### src/rtl/pixel_readout_pkg.sv
// rtl/pixel_readout_pkg.sv - shared types and widths for the pixel readout controller
package pixel_readout_pkg;

    localparam int DEF_DATA_W     = 8;
    localparam int DEF_NUM_PIXELS = 4;
    localparam int SEL_W          = $clog2(DEF_NUM_PIXELS);

    // Wide enough for the longest legal timed phase (expose, up to 65535 cycles).
    localparam int TIMER_W        = 16;

    typedef enum logic [2:0] {
        IDLE,
        ERASE,
        EXPOSE,
        CONVERT,
        SELECT,
        CAPTURE,
        DONE
    } state_t;

endpackage

### src/rtl/pixel_readout_ctrl_phase_timer.sv
// rtl/pixel_readout_ctrl_phase_timer.sv - loadable down-counter with terminal-count flag
module phase_timer
    import pixel_readout_pkg::*;
(
    input  logic               clk,
    input  logic               reset_n,
    input  logic               load,
    input  logic [TIMER_W-1:0] load_val,
    output logic               tc
);

    logic [TIMER_W-1:0] count;

    // Load with (phase length - 1) on phase entry, count down and park at zero.
    always_ff @(posedge clk) begin
        if (!reset_n) begin
            count <= '0;
        end else if (load) begin
            count <= load_val;
        end else if (count != '0) begin
            count <= count - 1'b1;
        end
    end

    assign tc = (count == '0);

endmodule

### src/rtl/pixel_readout_ctrl.sv
// rtl/pixel_readout_ctrl.sv - pixel array phase sequencer and bus receiver
module pixel_readout_ctrl
    import pixel_readout_pkg::*;
#(
    parameter int DATA_W         = DEF_DATA_W,
    parameter int NUM_PIXELS     = DEF_NUM_PIXELS,
    parameter int ERASE_CYCLES   = 4,
    parameter int EXPOSE_CYCLES  = 16,
    parameter int CONVERT_CYCLES = 256
) (
    input  logic              clk,
    input  logic              reset_n,
    input  logic              start,
    output logic              erase,
    output logic              expose,
    output logic              convert,
    output logic              read,
    output logic [DATA_W-1:0] ramp_code,
    output logic [SEL_W-1:0]  px_sel,
    input  logic [DATA_W-1:0] pixel_data,
    output logic              out_valid,
    output logic [DATA_W-1:0] out_data,
    output logic [SEL_W-1:0]  out_idx,
    input  logic              out_ready,
    output logic              busy,
    output logic              frame_done
);

    localparam logic [TIMER_W-1:0] ERASE_LOAD   = TIMER_W'(ERASE_CYCLES - 1);
    localparam logic [TIMER_W-1:0] EXPOSE_LOAD  = TIMER_W'(EXPOSE_CYCLES - 1);
    localparam logic [TIMER_W-1:0] CONVERT_LOAD = TIMER_W'(CONVERT_CYCLES - 1);
    localparam logic [SEL_W-1:0]   LAST_IDX     = SEL_W'(NUM_PIXELS - 1);

    state_t              state;
    state_t              next_state;
    logic                timer_load;
    logic [TIMER_W-1:0]  timer_val;
    logic                timer_tc;
    logic [SEL_W-1:0]    idx;
    logic [DATA_W-1:0]   ramp;

    phase_timer u_phase_timer (
        .clk      (clk),
        .reset_n  (reset_n),
        .load     (timer_load),
        .load_val (timer_val),
        .tc       (timer_tc)
    );

    // State register.
    always_ff @(posedge clk) begin
        if (!reset_n) begin
            state <= IDLE;
        end else begin
            state <= next_state;
        end
    end

    // Next-state logic; start is only looked at in IDLE.
    always_comb begin
        next_state = state;
        case (state)
            IDLE:    if (start)     next_state = ERASE;
            ERASE:   if (timer_tc)  next_state = EXPOSE;
            EXPOSE:  if (timer_tc)  next_state = CONVERT;
            CONVERT: if (timer_tc)  next_state = SELECT;
            SELECT:                 next_state = CAPTURE;
            CAPTURE: if (out_ready) next_state = (idx == LAST_IDX) ? DONE : SELECT;
            DONE:                   next_state = IDLE;
            default:                next_state = IDLE;
        endcase
    end

    // Reload the shared phase timer on entry to each timed phase.
    always_comb begin
        timer_load = 1'b0;
        timer_val  = ERASE_LOAD;
        case (state)
            IDLE: begin
                timer_load = start;
                timer_val  = ERASE_LOAD;
            end
            ERASE: begin
                timer_load = timer_tc;
                timer_val  = EXPOSE_LOAD;
            end
            EXPOSE: begin
                timer_load = timer_tc;
                timer_val  = CONVERT_LOAD;
            end
            default: begin
                timer_load = 1'b0;
                timer_val  = ERASE_LOAD;
            end
        endcase
    end

    // Decode array strobes and status from the current state.
    always_comb begin
        erase      = 1'b0;
        expose     = 1'b0;
        convert    = 1'b0;
        read       = 1'b0;
        px_sel     = '0;
        frame_done = 1'b0;
        busy       = (state != IDLE);
        case (state)
            ERASE:   erase      = 1'b1;
            EXPOSE:  expose     = 1'b1;
            CONVERT: convert    = 1'b1;
            SELECT, CAPTURE: begin
                read   = 1'b1;
                px_sel = idx;
            end
            DONE:    frame_done = 1'b1;
            default: ;
        endcase
    end

    // Ramp counts from 0 on each convert cycle and is cleared whenever convert is not continuing.
    always_ff @(posedge clk) begin
        if (!reset_n) begin
            ramp <= '0;
        end else if (state == CONVERT && next_state == CONVERT) begin
            ramp <= ramp + 1'b1;
        end else begin
            ramp <= '0;
        end
    end

    assign ramp_code = ramp;

    // Pixel index and output register: capture on the SELECT->CAPTURE edge, release on accept.
    always_ff @(posedge clk) begin
        if (!reset_n) begin
            idx       <= '0;
            out_valid <= 1'b0;
            out_data  <= '0;
            out_idx   <= '0;
        end else begin
            if (state == CONVERT && timer_tc) begin
                idx <= '0;
            end
            if (state == SELECT) begin
                out_valid <= 1'b1;
                out_data  <= pixel_data;
                out_idx   <= idx;
            end
            if (state == CAPTURE && out_ready) begin
                out_valid <= 1'b0;
                if (idx != LAST_IDX) begin
                    idx <= idx + 1'b1;
                end
            end
        end
    end

endmodule

### config.mk
export PLATFORM = sky130hd
export DESIGN_NAME = pixel_readout_ctrl
export DESIGN_NICKNAME = d
export VERILOG_FILES = /design/src/rtl/pixel_readout_pkg.sv /design/src/rtl/pixel_readout_ctrl_phase_timer.sv /design/src/rtl/pixel_readout_ctrl.sv
export SDC_FILE = /design/constraint.sdc
export NUM_CORES = 1
export LEC_CHECK = 0
export ABC_AREA = 1
export CAP_MARGIN = 30
export CORE_UTILIZATION = 40
export DETAILED_ROUTE_END_ITERATION = 10
export PLACE_DENSITY = 0.62
export SLEW_MARGIN = 20
export SYNTH_ARGS = -nofsm -noshare
export SYNTH_HDL_FRONTEND = slang
export SYNTH_SLANG_ARGS = --single-unit
### constraint.sdc
create_clock -name clk -period 2.75 [get_ports clk]
set_input_delay 0.275 -clock clk [delete_from_list [all_inputs] [get_ports clk]]
set_output_delay 0.275 -clock clk [all_outputs]
set_load 0.02 [all_outputs]
; ---- Word level (Yosys, flattened, before mapping)
; Cells that the tools add are included.
[word_totals]
elab_cells = 52
register_bits = 40
[op_classes]
n_reduce_logical = 12
eq_ne = 9
bitwise_logic = 1
n_addsub = 3
mux = 20
[ops]
columns = cell, count
row1 = two-way mux 16 bit, 2
row2 = one-hot mux 3 bit (6 select lines), 1
row3 = logical NOT 16 bit, 1
row4 = one-hot mux 8 bit (2 select lines), 1
row5 = nonzero test 16 bit, 1
row6 = subtractor 16 x 1 -> 16 bit (second input constant), 1
row7 = two-way mux 3 bit, 5
row8 = two-way mux 2 bit, 5
row9 = equality test 3 x 2 -> 1 bit (second input constant), 3
row10 = equality test 3 bit (second input constant), 3
row11 = adder 8 x 1 -> 8 bit (second input constant), 1
row12 = OR reduction 2 bit, 3
row13 = two-way mux 1 bit, 5
row14 = equality test 3 x 1 -> 1 bit (second input constant), 1
row15 = logical AND 1 bit, 3
row16 = logical NOT 3 bit, 1
row17 = nonzero test 3 bit, 1
row18 = adder 2 x 1 -> 2 bit (second input constant), 1
row19 = equality test 2 bit (second input constant), 1
row20 = inequality test 2 bit (second input constant), 1
row21 = one-hot mux 1 bit (2 select lines), 1
row22 = AND reduction 2 bit, 1
row23 = nonzero test 2 bit, 1
row24 = NOT 1 bit, 1

; ---- Longest topological paths before layout
; Gate-level depths: netlist of the first run.
[depth]
word_depth = 7
mapped_depth = 12
mapped_depth_nobuf = 12

; ---- By module
; Synthesis of the first run repeated with hierarchy kept, for this count alone.
[unflattened]
hier_cells = 341
area_unflattened_um2 = 2282.2
[modules_own_cells]
columns = module, area_each_um2, seq_area_each_um2, instances, cells_per_inst
row1 = pixel_readout_ctrl, 1167.4, 480.5, 1, 161
row2 = phase_timer, 1114.8, 320.3, 1, 180

; ---- Worst setup path before layout of the first run
; No wires, ideal clock.
[synth_timing]
path_kind = register to register
from = register u_phase_timer.count[0]
to = register u_phase_timer.count[10]
t_arrival_ns = 1.373
required_ns = 2.622
stages_incl_launch_ff = 13
n_path_buf = 1
synth_period_minus_slack_ns = 1.501
slack_ns = 1.249
path_cell_list = dfxtp_1 -> inv_1 -> ha_1 -> inv_1 -> nor2_1 -> nand2_1 -> nor2_1 -> nand2_1 -> nand2_1 -> nand2_2 -> buf_6 -> nand3_1 -> nor2_1
[synth_between]
elab_chain_len = 3
[synth_lines]
columns = element, line
row1 = start: declaration, pixel_readout_ctrl_phase_timer.sv:12  ; logic [TIMER_W-1:0] count;
row2 = start signal: assignment, pixel_readout_ctrl_phase_timer.sv:19  ; count <= load_val;
row3 = start signal: assignment, pixel_readout_ctrl_phase_timer.sv:21  ; count <= count - 1'b1;
row4 = subtractor 16 x 1 -> 16 bit / logical NOT 16 bit (equally long branches), "pixel_readout_ctrl_phase_timer.sv:21, pixel_readout_ctrl_phase_timer.sv:25"
row5 = two-way mux 16 bit / one-hot mux 1 bit (2 select lines) (equally long branches), "pixel_readout_ctrl_phase_timer.sv:20, pixel_readout_ctrl.sv:78"
row6 = two-way mux 16 bit / nonzero test 2 bit (equally long branches), -
; Parallel ways exist; a longest one is shown, timed or not. The select of a mux whose other input is x is not followed.
; A chain may end at the register's enable or synchronous reset.

; ---- Worst setup path in the final report of the first run
[layout_timing]
from = register u_phase_timer.count[0]
to = register u_phase_timer.count[12]
; Same word-level chain as after synthesis.

==> flow_summary.json, run 1 <==
{
  "grt_antenna_before_repair": 0,
  "cts_setup_buffers": 0,
  "grt_pass1_wl_mm": 7.65,
  "hpwl_mm": 3.46,
  "num_rows": 25,
  "cts_htree_levels": 2,
  "tritoncts": "done",
  "postSynthAreaPerCell_um2": 6.68,
  "hp-class": "reg2reg",
  "timing.final.crit_share_pct": 72.7,
  "synth.area.top_cells": "dfxtp_1 40%, nand2_1 14%, nor2_1 12%",
  "yosys_warnings": 0,
  "fin_crit_ns": 2.00,
  "grt_pass1_vias": 1722,
  "r2r-start": "u_phase_timer.count[0]",
  "vias": 1907,
  "cts_buffer_depth": 2,
  "powerDensity_nw_per_um2": 947,
  "worst_pin_slew_ns": 0.608,
  "cts.clk_slew.worst_paths_ns": 0.08,
  "nNetsFinal": 356,
  "reg2reg_setup_slack_ns": 0.75,
  "worst_slack_ns": 0.751,
  "fin_worst_skew_ns": 0.00834,
  "root_buffer": "clkbuf_8",
  "path_max_fanout": 12,
  "ios": 39,
  "tns_ns": 0,
  "final_cell_mix": "75 x nand2_1, 62 x nor2_1, 40 x dfxtp_1",
  "postSynthCellCount": 301,
  "multi_input_comb_area_um2": 1040,
  "cp_data_arrival_time_ns": 2.19,
  "layout.cells.most_common": "nand2_1",
  "min_path_cells": 2,
  "netlist_area_um2": 2010,
  "rsz0062_at_grt": "false",
  "setup_viol": 0,
  "r2r_end": "u_phase_timer.count[12]",
  "peakVddDrop_mv": 0.352,
  "place_ws_ns": 0.746,
  "min_from": "ramp_code[7]",
  "die_area_um2": 5310,
  "regArea_um2": 801,
  "wl_mm": 4.50,
  "utilization_pct": 53.3,
  "fillers": 494,
  "n_antenna_cell": 0,
  "clkSinkCount": 40,
  "core_area_um2": 4790,
  "ant_nets": 0,
  "drt_first_pass_iters": 4,
  "postCtsResizedCells": 0,
  "max_slew_margin_pct": 59.3,
  "port_buffers": 38,
  "die_h_um": 72.9,
  "hold-path-endpoint": "ramp_code[7]",
  "area_growth_pct": 26.9,
  "yosys.area.top_type_share_pct": 39.8,
  "cts_made_buffers": 5,
  "grt.total_usage_pct": 18.9,
  "yosysTopAreaCell": "dfxtp_1",
  "clk_latency_ns": 0.30,
  "start_util_pct": 42.0,
  "drt_iter0_markers": 86,
  "outcome": "finished, final reports clean",
  "worst-setup-path-type": "reg2reg",
  "final_max_slew_viol_count": 0,
  "maxCapViolations": 0,
  "mappedNetlistNets": 317,
  "required_ns": 2.94,
  "power.total_mw": 2.42,
  "end_kind": "flop",
  "grt_max_degree": 19,
  "place_inst": 400,
  "die_width_um": 72.9,
  "overflow": 0,
  "wire_per_inst_um": 11.0,
  "hold_buffers": 0,
  "vias_per_cell": 4.67,
  "synth_seq_cells": 40,
  "remaining_drc_errors": 0,
  "reg2reg_depth": 11,
  "start_kind": "flop",
  "leakage_nw": 1.13,
  "yosysUniqueCellTypes": 25,
  "hold_viol": 0,
  "instances_no_fill": 408,
  "yosysSeqAreaShare_pct": 39.8,
  "fmax_ghz": 0.500,
  "routabilityCongestion": 0.870,
  "drive_above_1_share_pct": 6.16
}
[report_power, final]
group / internal [mW] / switching, mW / leakage [nW] / total, mW
Sequential: 0.674 / 0.0871 / 0.325 / 0.761
Combinational: 0.425 / 0.752 / 0.753 / 1.18
Clock: 0.268 / 0.210 / 0.0541 / 0.478
[registers in the layout, indices dropped and copies added (netlist names)]
| name | count |
|---|---|
| u_phase_timer.count | 16 |
| out_data | 8 |
| ramp_code | 8 |
| state | 3 |
| idx | 2 |
| out_idx | 2 |
| out_valid | 1 |
[layout make-up]
| type | instances | area share (%) |
|---|---|---|
| clock buffers | 5 | 2.70 |
| clock inverters | 3 | 1.67 |
| inverters | 35 | 5.15 |
| multi-input cells | 220 | 40.9 |
| repair buffers | 38 | 14.9 |
| flip-flops and latches | 40 | 31.4 |
| well taps | 67 | 3.29 |
[Yosys cell counts, drive strengths merged]
cell type / instances
nand4: 6
xnor2: 2
dfxtp: 40
o21ai: 12
xor2: 6
nand3: 23
a21oi: 13
nand2: 77
nor3: 3
inv: 35
clkbuf: 3
ha: 4
nand3b: 4
buf: 3
nor3b: 1
nor2: 67
a211oi: 2
[worst max path at each step]
stage / slack (ns) / from / to
after floorplan: 1.25 / u_phase_timer.count[0] / u_phase_timer.count[10]
after global placement: 0.75 / u_phase_timer.count[0] / u_phase_timer.count[8]
after detailed placement: 0.75 / u_phase_timer.count[0] / u_phase_timer.count[8]
after CTS: 0.73 / u_phase_timer.count[0] / u_phase_timer.count[8]
after global routing: 0.46 / u_phase_timer.count[0] / u_phase_timer.count[12]
final: 0.75 / u_phase_timer.count[0] / u_phase_timer.count[12]
[per-layer routing]
layer | up-vias | GRT usage [%] | part of all wire (%)
li1 | 1027 | - | -
met1 | 835 | 24.1 | 48
met2 | 39 | 29.9 | 46
met3 | 6 | 5.94 | 5.0
met4 | 0 | 7.19 | 1.5
met5 | - | 0 | 0
[worst max-delay path: stages (launching register included)]
cell and delay (ns):
dfxtp_1 0.32, inv_1 0.15, ha_1 0.19, inv_1 0.04, nor2_1 0.11, nand2_1 0.06, nor2_1 0.12, nand2_1 0.27
nand2_1 0.21, nand2_2 0.18, nand2_1 0.17, nor2_1 0.06
[stage by stage]
stage | cell area, µm² | hold slack (ns)
after floorplan | 2010 | 0.442
after global placement | 2440 | 0.461
after detailed placement | 2440 | 0.468
after CTS | 2550 | 0.481
after global routing | 2550 | 0.509
final | 2550 | 0.476
[cell families after synthesis]
family,after synthesis,share of synthesized area (%)
adders and majority gates,4,2.49
AOI/OAI and AO/OA,27,6.97
buffers and inverters,41,8.28
and+or+nand+nor,181,39.0
DFF,40,39.8
xor gates and xnor gates,8,3.48
Note: power is estimated with default switching activity, not from simulation.
==> inputs of run 2 (changes only) <==
==> constraint.sdc (replaced) <==
create_clock -name clk -period 2 [get_ports clk]
set_input_delay 0.2 -clock clk [delete_from_list [all_inputs] [get_ports clk]]
set_output_delay 0.2 -clock clk [all_outputs]
set_load 0.02 [all_outputs]
==> flow_summary.json, run 2 (synthesis results as in run 1) <==
{
  "outcome": "finished, final reports clean",
  "area_growth_pct": 27.4,
  "powerDensity_nw_per_um2": 1280,
  "core_area_um2": 4790,
  "hold_viol": 0,
  "worst-setup-path-type": "reg2out",
  "min_path_cells": 1,
  "pwr-share-clk_pct": 16.6,
  "ios": 39,
  "drt_first_pass_iters": 4,
  "largest_register_ffs": 16,
  "ant_nets": 0,
  "grt_antenna_before_repair": 0,
  "hp-class": "reg2reg",
  "clk_latency_ns": 0.29,
  "postLayoutCellArea_um2": 2560,
  "drt_iter0_markers": 110,
  "p_switching_mw": 1.46,
  "required_ns": 1.80,
  "multi_input_comb_area_um2": 1050,
  "nNetsFinal": 359,
  "combPwrFrac_pct": 51.1,
  "fmax_ghz": 0.547,
  "port_buffers": 38,
  "fin_worst_skew_ns": 0.00734,
  "path_max_fanout": 7,
  "final_cell_mix": "73 x nand2_1, 62 x nor2_1, 40 x dfxtp_1",
  "wl_mm": 4.71,
  "fillers": 473,
  "root_buffer": "clkbuf_8",
  "switching_share_pct": 44.5,
  "cp_data_arrival_time_ns": 1.63,
  "maxCapViolations": 0,
  "max_slew_margin_pct": 69.4,
  "cts_buffer_depth": 2,
  "regArea_um2": 801,
  "layout.cells.most_common": "nand2_1",
  "die_width_um": 72.9,
  "cts.clk_slew.worst_paths_ns": 0.07,
  "grt_max_degree": 14,
  "power.total_mw": 3.28,
  "start_util_pct": 42.0,
  "wire_per_inst_um": 11.4,
  "instances_no_fill": 411,
  "place_ws_ns": 0.215,
  "clkSinkCount": 40,
  "vias": 1956,
  "start_kind": "flop",
  "worst_slack_ns": 0.172,
  "worst_pin_slew_ns": 0.455,
  "die_h_um": 72.9,
  "dpl_cell_area_um2": 2460,
  "grt.total_usage_pct": 19.7,
  "num_rows": 25,
  "cts_made_buffers": 5,
  "intPower_mw": 1.82,
  "overflow": 0,
  "reg2reg_depth": 11,
  "fin_crit_ns": 1.83,
  "timing.final.crit_share_pct": 91.4,
  "cts_setup_buffers": 0,
  "peakVddDrop_mv": 0.532,
  "grt_pass1_vias": 1835,
  "place_inst": 403,
  "routabilityCongestion": 0.878,
  "seqPwrFrac_pct": 32.3,
  "cts_htree_levels": 2,
  "final_max_slew_viol_count": 0,
  "die_area_um2": 5310,
  "tritoncts": "done",
  "n_antenna_cell": 0,
  "remaining_drc_errors": 0,
  "vias_per_cell": 4.76,
  "drive_above_1_share_pct": 6.98,
  "largest_register": "u_phase_timer.count",
  "setup_viol": 0,
  "end_kind": "output port",
  "grt_pass1_wl_mm": 8.11,
  "tns_ns": 0,
  "leakage_nw": 1.14,
  "hpwl_mm": 3.53
}
==> run 2: changes by cell type in the layout (fill, tap and decap cells not counted), sizes merged <==
cell / before / now
bufinv: 1 / 0
buf: 0 / 3
clkinvlp: 1 / 0
clkbuf: 5 / 8
clkinv: 1 / 0
==> run 2: power by group through the flow <==
stage	sequential, mW	combinational [mW]	clock (mW)
floorplan	1.04	1.31	0
global placement	1.07	1.64	0
detailed placement	1.07	1.63	0
CTS	1.06	1.64	0.565
global route	1.07	1.92	0.598
finish	1.06	1.67	0.544
==> run 2: stage by stage <==
step,hold WS (ns),util (%)
5_1_grt,0.508,53.5
6_report,0.476,53.5
2_1_floorplan,0.367,-
3_5_place_dp,0.467,51.5
4_1_cts,0.484,53.3
3_3_place_gp,0.457,51.5
==> run 2: per-layer routing <==
layer / GRT usage [%] / routed length (µm) / vias to the layer above
li1: - / - / 1027
met1: 25.3 / 2280 / 875
met2: 32.5 / 2150 / 45
met3: 4.70 / 198 / 9
met4: 6.54 / 81 / 0
met5: 0 / 0 / -
==> run 2: layout make-up <==
type	instances	area share, %
well taps	67	3.27
multi-input cells	220	41.1
inverters	35	5.13
clock buffers	8	3.52
repair buffers	41	15.7
flip-flops and latches	40	31.2
==> run 2: worst max-delay path, cell delays in order, from the launching register on <==
cell and delay, ns:
dfxtp_1 0.33, inv_2 0.13, nand3_2 0.12, inv_1 0.13, clkdlybuf4s50_1 0.63
==> run 2: final timing paths <==
kind / start / endpoint / slack, ns
worst min register to register: ramp_code[0] / ramp_code[0] / 0.48
worst max register to register: u_phase_timer.count[0] / idx[0] / 0.25
worst min-delay path: ramp_code[0] / ramp_code[0] / 0.48
worst max-delay path: state[2] / expose / 0.17
==> run 2: what timing repair did <==
item | in CTS | in global routing
resized for setup | 0 | 3
hold buffers | 0 | 0
setup endpoints to repair | 0 | 14
==> inputs of run 3 (changes only) <==
--- a/config.mk
+++ b/config.mk
@@ -7,6 +7,7 @@
 export LEC_CHECK = 0
 export ABC_AREA = 1
 export CAP_MARGIN = 30
+export CORE_MARGIN = 1.5
 export CORE_UTILIZATION = 40
 export DETAILED_ROUTE_END_ITERATION = 10
 export PLACE_DENSITY = 0.62
==> flow_summary.json, run 3 (synthesis results as in run 1) <==
{
  "outcome": "finished, final reports clean",
  "rsz0062_at_grt": "false",
  "largest_register_ffs": 16,
  "ios": 39,
  "start_kind": "flop",
  "clkSinkCount": 40,
  "grt.total_usage_pct": 18.7,
  "fmax_ghz": 0.545,
  "num_rows": 25,
  "start_util_pct": 42.0,
  "wire_per_inst_um": 11.3,
  "drt_iter0_markers": 115,
  "leakage_nw": 1.16,
  "fin_worst_skew_ns": 0.00952,
  "tritoncts": "done",
  "clk_latency_ns": 0.29,
  "vias_per_cell": 4.73,
  "overflow": 0,
  "worst_pin_slew_ns": 0.455,
  "max_slew_margin_pct": 69.4,
  "area_growth_pct": 29.0,
  "dpl_cell_area_um2": 2460,
  "final_cell_mix": "74 x nand2_1, 62 x nor2_1, 40 x dfxtp_1",
  "hpwl_mm": 3.54,
  "timing.final.crit_share_pct": 91.8,
  "die_area_um2": 5460,
  "end_kind": "output port",
  "routabilityCongestion": 0.904,
  "path_max_fanout": 7,
  "cp_data_arrival_time_ns": 1.64,
  "fillers": 496,
  "port_buffers": 38,
  "n_antenna_cell": 0,
  "required_ns": 1.80,
  "hp-class": "reg2reg",
  "nNetsFinal": 359,
  "powerDensity_nw_per_um2": 1340,
  "grt_antenna_before_repair": 0,
  "final_max_slew_viol_count": 0,
  "grt_pass1_wl_mm": 7.78,
  "multi_input_comb_area_um2": 1050,
  "ant_nets": 0,
  "peakVddDrop_mv": 0.553,
  "die_h_um": 73.9,
  "drt_first_pass_iters": 4,
  "core_area_um2": 4790,
  "hold_viol": 0,
  "remaining_drc_errors": 0,
  "root_buffer": "clkbuf_8",
  "vias": 1939,
  "wl_mm": 4.63,
  "postLayoutCellArea_um2": 2590,
  "die_width_um": 73.9,
  "setup_viol": 0,
  "cts_setup_buffers": 0,
  "cts_htree_levels": 2,
  "largest_register": "u_phase_timer.count",
  "tns_ns": 0,
  "cts.clk_slew.worst_paths_ns": 0.08,
  "drive_above_1_share_pct": 7.00,
  "cts_made_buffers": 5,
  "maxCapViolations": 0,
  "grt_max_degree": 14,
  "grt_pass1_vias": 1763,
  "cts_buffer_depth": 2,
  "hold_buffers": 0,
  "layout.cells.most_common": "nand2_1",
  "whs_ns": 0.473,
  "regArea_um2": 801,
  "crit_family": "buffers and inverters",
  "worst-setup-path-type": "reg2out",
  "fin_crit_ns": 1.84,
  "crit_chain": "inv_2 > nand3_2 > inv_1 > clkdlybuf4s50_1",
  "max_stage_delay_ns": 0.63,
  "postCtsResizedCells": 0,
  "crit_buf_inv": 3,
  "critPathSlowestCell": "clkdlybuf4s50_1"
}
run 3: stage by stage:
stage | cells | total power [mW] | setup slack (ns) | utilization (%)
floorplan | 301 | 2.35 | 0.499 | -
global placement | 403 | 2.70 | 0.268 | 51.5
detailed placement | 403 | 2.70 | 0.208 | 51.5
CTS | 410 | 3.48 | 0.146 | 54.1
global route | 410 | 3.78 | 0.0424 | 54.2
finish | 410 | 3.47 | 0.164 | 54.2
run 3: where the power goes:
group	internal [mW]	total [mW]	switching, mW
logic	0.605	1.65	1.05
registers	0.926	1.05	0.123
clock network	0.491	0.765	0.274
total	2.02	3.47	1.44
run 3: layout make-up:
cell class	count	share of cell area [%]
Clock buffer	5	2.65
Clock inverter	2	2.32
Inverter	35	5.07
Multi-Input combinational cell	220	40.3
Sequential cell	40	30.9
Tap cell	67	3.23
Timing Repair Buffer	41	15.5
run 3: worst register-to-register path, stage by stage, from the launching register on:
cell,delay [ns]
dfxtp_1,0.31
inv_1,0.15
ha_1,0.19
inv_1,0.04
nor2_1,0.11
nand2_1,0.06
nor2_1,0.15
nand2_2,0.13
nand2_1,0.13
nand2_2,0.19
nand3_1,0.15
nor2_1,0.04
run 3: path summary, 6_finish.rpt:
check	to	slack, ns	start	depth (start not counted)
setup / recovery	expose	0.16	state[2]	4
hold / removal	ramp_code[7]	0.47	ramp_code[7]	2
setup reg to reg	u_phase_timer.count[15]	0.22	u_phase_timer.count[0]	11
hold reg to reg	ramp_code[7]	0.47	ramp_code[7]	2
run 3: metal layers:
layer	GRT usage, %	vias to the layer above	routed length [µm]
met5	0	-	0
met4	6.17	0	61
met3	5.49	6	302
met2	30.5	43	2080
met1	23.5	858	2180
li1	-	1032	-
